<file path="config.mk">
export PLATFORM = sky130hd
export DESIGN_NAME = mis_dem_ctrl
export DESIGN_NICKNAME = d
export VERILOG_FILES = /design/src/rtl/mis_dem_pkg.sv /design/src/rtl/mis_dem_dwa_ptr.sv /design/src/rtl/mis_dem_ctrl.sv
export SDC_FILE = /design/constraint.sdc
export NUM_CORES = 1
export LEC_CHECK = 0
export CAP_MARGIN = 5
export CORE_UTILIZATION = 40
export DETAILED_ROUTE_END_ITERATION = 8
export GPL_ROUTABILITY_DRIVEN = 0
export MAX_ROUTING_LAYER = met4
export PLACE_DENSITY = 0.69
export SETUP_SLACK_MARGIN = 0.15
export SLEW_MARGIN = 20
export SYNTH_ARGS = -nofsm -noshare
export SYNTH_HDL_FRONTEND = slang
export SYNTH_SLANG_ARGS = --single-unit
</file>
<file path="constraint.sdc">
create_clock -name clk -period 1.7 [get_ports clk]
set_input_delay 0.34 -clock clk [delete_from_list [all_inputs] [get_ports clk]]
set_output_delay 0.34 -clock clk [all_outputs]
set_load 0.05 [all_outputs]
</file>
<file path="src/rtl/mis_dem_pkg.sv">
// rtl/mis_dem_pkg.sv - shared encodings for the MIS DEM sequencing controller
package mis_dem_pkg;

   localparam int N_ELEM_DEF = 18;

   typedef enum logic [1:0] {
      DEM_THERMO = 2'b00,
      DEM_SHAPE  = 2'b01,
      DEM_DWA    = 2'b10
   } dem_mode_t;

   typedef enum logic [2:0] {
      ST_IDLE  = 3'd0,
      ST_WARM  = 3'd1,
      ST_SHAPE = 3'd2,
      ST_FLUSH = 3'd3,
      ST_HOLD  = 3'd4
   } state_t;

endpackage

</file>
<file path="src/rtl/mis_dem_dwa_ptr.sv">
// rtl/mis_dem_dwa_ptr.sv - modulo-N_ELEM rotation pointer for DWA fallback selection
module mis_dem_dwa_ptr
   import mis_dem_pkg::*;
#(
   parameter int N_ELEM = N_ELEM_DEF
) (
   input  logic       clk,
   input  logic       rstn,
   input  logic       clr,
   input  logic       adv,
   input  logic [4:0] sd_cnt,
   output logic [4:0] ptr
);

   logic [5:0] sum;
   logic [4:0] ptr_nxt;

   // sd_cnt never exceeds N_ELEM, so one conditional subtract wraps the sum
   always_comb begin
      sum     = {1'b0, ptr} + {1'b0, sd_cnt};
      ptr_nxt = (sum >= 6'(N_ELEM)) ? 5'(sum - 6'(N_ELEM)) : sum[4:0];
   end

   always_ff @(posedge clk) begin
      if (!rstn) begin
         ptr <= '0;
      end else if (clr) begin
         ptr <= '0;
      end else if (adv) begin
         ptr <= ptr_nxt;
      end
   end

endmodule

</file>
<file path="src/rtl/mis_dem_ctrl.sv">
// rtl/mis_dem_ctrl.sv - warm-up/shape/flush/hold sequencer for the MIS shaping loop filter
// Optional DWA fallback selection: define MIS_DEM_DWA_FALLBACK_EN.
module mis_dem_ctrl
   import mis_dem_pkg::*;
#(
   parameter int N_ELEM    = N_ELEM_DEF,
   parameter int WARM_CYC  = 64,
   parameter int OVLD_TH   = 24,
   parameter int OVLD_CYC  = 4,
   parameter int FLUSH_CYC = 4,
   parameter int HOLD_CYC  = 256,
   parameter int TMR_W     = 9
) (
   input  logic       clk,
   input  logic       rstn,
   input  logic       en,
   input  logic       force_thermo,
   input  logic [6:0] sfm_peak,
   input  logic [4:0] sd_cnt,
   output logic       lf_rstn,
   output logic [1:0] dem_mode,
   output logic       busy,
   output logic [7:0] ovld_cnt,
   output logic [4:0] dwa_ptr
);

   localparam int RUN_W = $clog2(OVLD_CYC + 1);

`ifdef MIS_DEM_DWA_FALLBACK_EN
   localparam dem_mode_t FALLBACK = DEM_DWA;
`else
   localparam dem_mode_t FALLBACK = DEM_THERMO;
`endif

   state_t            state, state_nxt;
   logic [TMR_W-1:0]  tmr, tmr_nxt;
   logic [RUN_W-1:0]  run, run_nxt;
   logic              ovld_evt;

   always_comb begin
      state_nxt = state;
      tmr_nxt   = tmr;
      run_nxt   = run;
      ovld_evt  = 1'b0;
      if (!en) begin
         state_nxt = ST_IDLE;
         tmr_nxt   = '0;
         run_nxt   = '0;
      end else begin
         case (state)
            ST_IDLE: begin
               state_nxt = ST_WARM;
               tmr_nxt   = TMR_W'(WARM_CYC - 1);
            end
            ST_WARM: begin
               if (tmr == '0) begin
                  state_nxt = ST_SHAPE;
                  run_nxt   = '0;
               end else begin
                  tmr_nxt = tmr - TMR_W'(1);
               end
            end
            ST_SHAPE: begin
               // run counts consecutive over-threshold samples only
               if (sfm_peak >= 7'(OVLD_TH)) begin
                  if (run == RUN_W'(OVLD_CYC - 1)) begin
                     state_nxt = ST_FLUSH;
                     tmr_nxt   = TMR_W'(FLUSH_CYC - 1);
                     run_nxt   = '0;
                     ovld_evt  = 1'b1;
                  end else begin
                     run_nxt = run + RUN_W'(1);
                  end
               end else begin
                  run_nxt = '0;
               end
            end
            ST_FLUSH: begin
               if (tmr == '0) begin
                  state_nxt = ST_HOLD;
                  tmr_nxt   = TMR_W'(HOLD_CYC - 1);
               end else begin
                  tmr_nxt = tmr - TMR_W'(1);
               end
            end
            ST_HOLD: begin
               if (tmr == '0) begin
                  state_nxt = ST_SHAPE;
                  run_nxt   = '0;
               end else begin
                  tmr_nxt = tmr - TMR_W'(1);
               end
            end
            default: state_nxt = ST_IDLE;
         endcase
      end
   end

   // outputs are decoded from state_nxt so they switch on the same edge as the state
   always_ff @(posedge clk) begin
      if (!rstn) begin
         state    <= ST_IDLE;
         tmr      <= '0;
         run      <= '0;
         ovld_cnt <= '0;
         lf_rstn  <= 1'b0;
         dem_mode <= DEM_THERMO;
         busy     <= 1'b0;
      end else begin
         state    <= state_nxt;
         tmr      <= tmr_nxt;
         run      <= run_nxt;
         if (ovld_evt && (ovld_cnt != 8'hff)) begin
            ovld_cnt <= ovld_cnt + 8'd1;
         end
         lf_rstn  <= !(state_nxt inside {ST_IDLE, ST_FLUSH});
         busy     <= (state_nxt inside {ST_FLUSH, ST_HOLD});
         if (force_thermo) begin
            dem_mode <= DEM_THERMO;
         end else if (state_nxt == ST_SHAPE) begin
            dem_mode <= DEM_SHAPE;
         end else begin
            dem_mode <= FALLBACK;
         end
      end
   end

`ifdef MIS_DEM_DWA_FALLBACK_EN
   mis_dem_dwa_ptr #(
      .N_ELEM (N_ELEM)
   ) u_dwa_ptr (
      .clk    (clk),
      .rstn   (rstn),
      .clr    ((state_nxt == ST_IDLE) && (state != ST_IDLE)),
      .adv    ((dem_mode == DEM_DWA) && !force_thermo),
      .sd_cnt (sd_cnt),
      .ptr    (dwa_ptr)
   );
`else
   logic unused_sd;
   assign unused_sd = (^sd_cnt) ^ (N_ELEM == 0);
   assign dwa_ptr   = '0;
`endif

endmodule
</file>
==> reports/results.ini <==
[outcome]
outcome=complete, but fails checks
violations=negative setup slack

[yosys]
synth-compound-area-share_pct=20.2
syn-cell-area_mm2=0.00152
synth_ff_type=dfxtp_1
synth.avg_cell_area_um2=8.10
synth_fa_ha_area_share_pct=3.30
synth_edf_count=0
synth-xor-area-share_pct=5.20
netlist_instances=187
yosys.area_share.simple_pct=28.4
synth_mux_area_share_pct=1.32
synth.ff_latch_count=26
ys_types=48
synth_top_family_by_area=simple AND/OR/NAND/NOR gates
yosysSeqAreaShare_pct=34.4
ys_warn_count=0
synth_async_sr_flop_share_pct=0

[final_layout]
antennaDiodeCount=0
nNetsFinal=259
seq_area_um2=568
layout_commonest_cell=buf_4
drive_above_1_share_pct=45.8
layout_common_cells=44 x buf_4, 16 x nand2_1, 11 x dfxtp_4
area_growth_syn_to_layout_pct=53.5
final_area_mm2=0.00233
fillers=274
multi_input_area_mm2=0.00114

[detailed_routing]
vias=1534
postRouteAntennaNets=0
wirelength_um=4050
drtPass1Iterations=4
first_iter_violations=91
vias_per_cell=5.40
drc=0
wl_per_cell_um=14.2

[cts]
cts_sinks=26
cts_buffers=3
htree_num_levels=1
clk_latency_ps=280
cts_buffer_depth=2
tritoncts=done
cts-root-buf=clkbuf_8
hold_buffers=0
clk_pin_slew_worst_paths_ps=100

[die]
std_cell_rows=21
initial_utilization_pct=43.7
die_area_mm2=0.00404
die_height_um=63.5
die_x_um=63.5
coreArea_mm2=0.00347
io_pins=33

[power_and_ir_drop]
peakVddDrop_uv=525
power.total_mw=1.58
p_per_area_mw_per_mm2=680
p_leak_nw=0.987

[sta]
post-route-period-util_pct=103
setup_viol=2
worst_slack_ps=-52.8
post-route-min-period_ps=1750
finalMaxSlewViolations=0
grt_setup_unrepaired=true
holdWs_ps=484
final-hold-violation-count=0
fin_skew_ps=9.60
timing.fmax_ghz=0.571

[setup_path]
critical_path.startpoint_type=flop
regToRegEndpoint=tmr[7]
crit_path_end_kind=flop
rrSetupSlack_ps=-50
arrival_ps=1960
r2r-start=tmr[0]
worstSetupEndpoint=tmr[7]
worstRegToRegCells=5
required_ps=1910
cp-startpoint=tmr[0]
path_class=flop to flop
critPathMaxFanout=3

[grt]
grt.total_usage_pct=20.7
grt_pass1_wl_um=6550
grt_max_degree=16
antenna_found_initial=0
grt_pass1_vias=1506
grt-ovfl-total=0

[job]
cap_violations=0

[hold_path]
hold_path_class=flop to flop

[placed_design]
port_buffers=18
placed_area_mm2=0.00204
hpwlAfterDp_um=2890

critical path, stage by stage, from the launching register on:
cell and delay, ps:
dfxtp_2 350, or4_4 540, or2_0 230, a2111oi_2 290, o221ai_1 140, a21oi_1 130
sequential cells by signal, indices dropped and copies added (netlist names):
name / cells
busy: 1
dem_mode: 1
lf_rstn: 1
ovld_cnt: 8
run: 3
state: 3
tmr: 9
cells in the mapped netlist, drive strengths merged, types with 3 or more instances:
library cell	n	area share, %
a21o	5	2.5
a21oi	10	3.3
a32o	3	2.0
and2	8	3.3
and3	4	1.7
buf	8	3.6
clkbuf	7	1.8
dfxtp	26	34
ha	4	3.3
inv	6	1.5
nand2	16	4.0
nand2b	3	1.2
nand3	7	2.3
nand4	3	1.2
nor2	13	3.2
nor2b	4	1.7
nor3	9	3.0
o21ai	13	4.3
xnor2	4	2.3
xor2	5	2.9
cell type report:
cell class / count / share of cell area, %
multi-input cells: 145 / 49.0
flip-flops and latches: 26 / 24.4
repair buffers: 57 / 19.9
well taps: 46 / 2.47
clock buffers: 3 / 1.78
clock inverters: 1 / 1.29
inverters: 6 / 1.18
what timing repair did:
item	in CTS	in global routing
pin swaps	12	18
resized for setup	20	33
setup endpoints to repair	23	25
setup buffers	2	5
through the flow:
step | setup TNS (ps) | utilization (%) | cells | setup WS [ps]
6_report | -86.6 | 67.1 | 284 | -52.8
5_1_grt | -778 | 67.1 | 284 | -190
4_1_cts | -122 | 62.3 | 279 | -78.6
3_5_place_dp | -3560 | 58.8 | 273 | -332
3_3_place_gp | -3180 | 58.8 | 273 | -299
2_1_floorplan | 0 | - | 192 | 11.9
report_power, final:
part	internal [mW]	total, mW	leakage, nW	switching (mW)
clock network	0.315	0.518	0.0357	0.203
registers	0.615	0.637	0.222	0.0228
logic	0.203	0.427	0.729	0.223
cell families after synthesis:
family,Yosys count
AO/OA/AOI/OAI,45
AND/OR/NAND/NOR,79
adder cells (fa/ha/maj),4
XOR/XNOR,9
buffers and inverters,21
flip-flops,26
multiplexers,2
other,1
worst min path at each step:
stage / endpoint / from / cells past startpoint / slack [ps]
6_report: run[1] / run[1] / 2 / 480
3_3_place_gp: run[1] / run[1] / 2 / 440
4_1_cts: run[1] / run[1] / 2 / 470
3_5_place_dp: run[1] / run[1] / 2 / 450
2_1_floorplan: dem_mode[0] / force_thermo / 1 / 420
5_1_grt: run[1] / run[1] / 2 / 490
metal layers:
layer | part of all wire, % | up-vias | wire length, um | track usage [%]
met4 | 0.62 | 0 | 25 | 4.83
met5 | 0 | - | 0 | -
met3 | 4.5 | 4 | 181 | 5.98
met1 | 45 | 728 | 1820 | 24.8
met2 | 50 | 41 | 2020 | 34.2
li1 | - | 761 | - | -
Power figures use the tool's default switching activity.
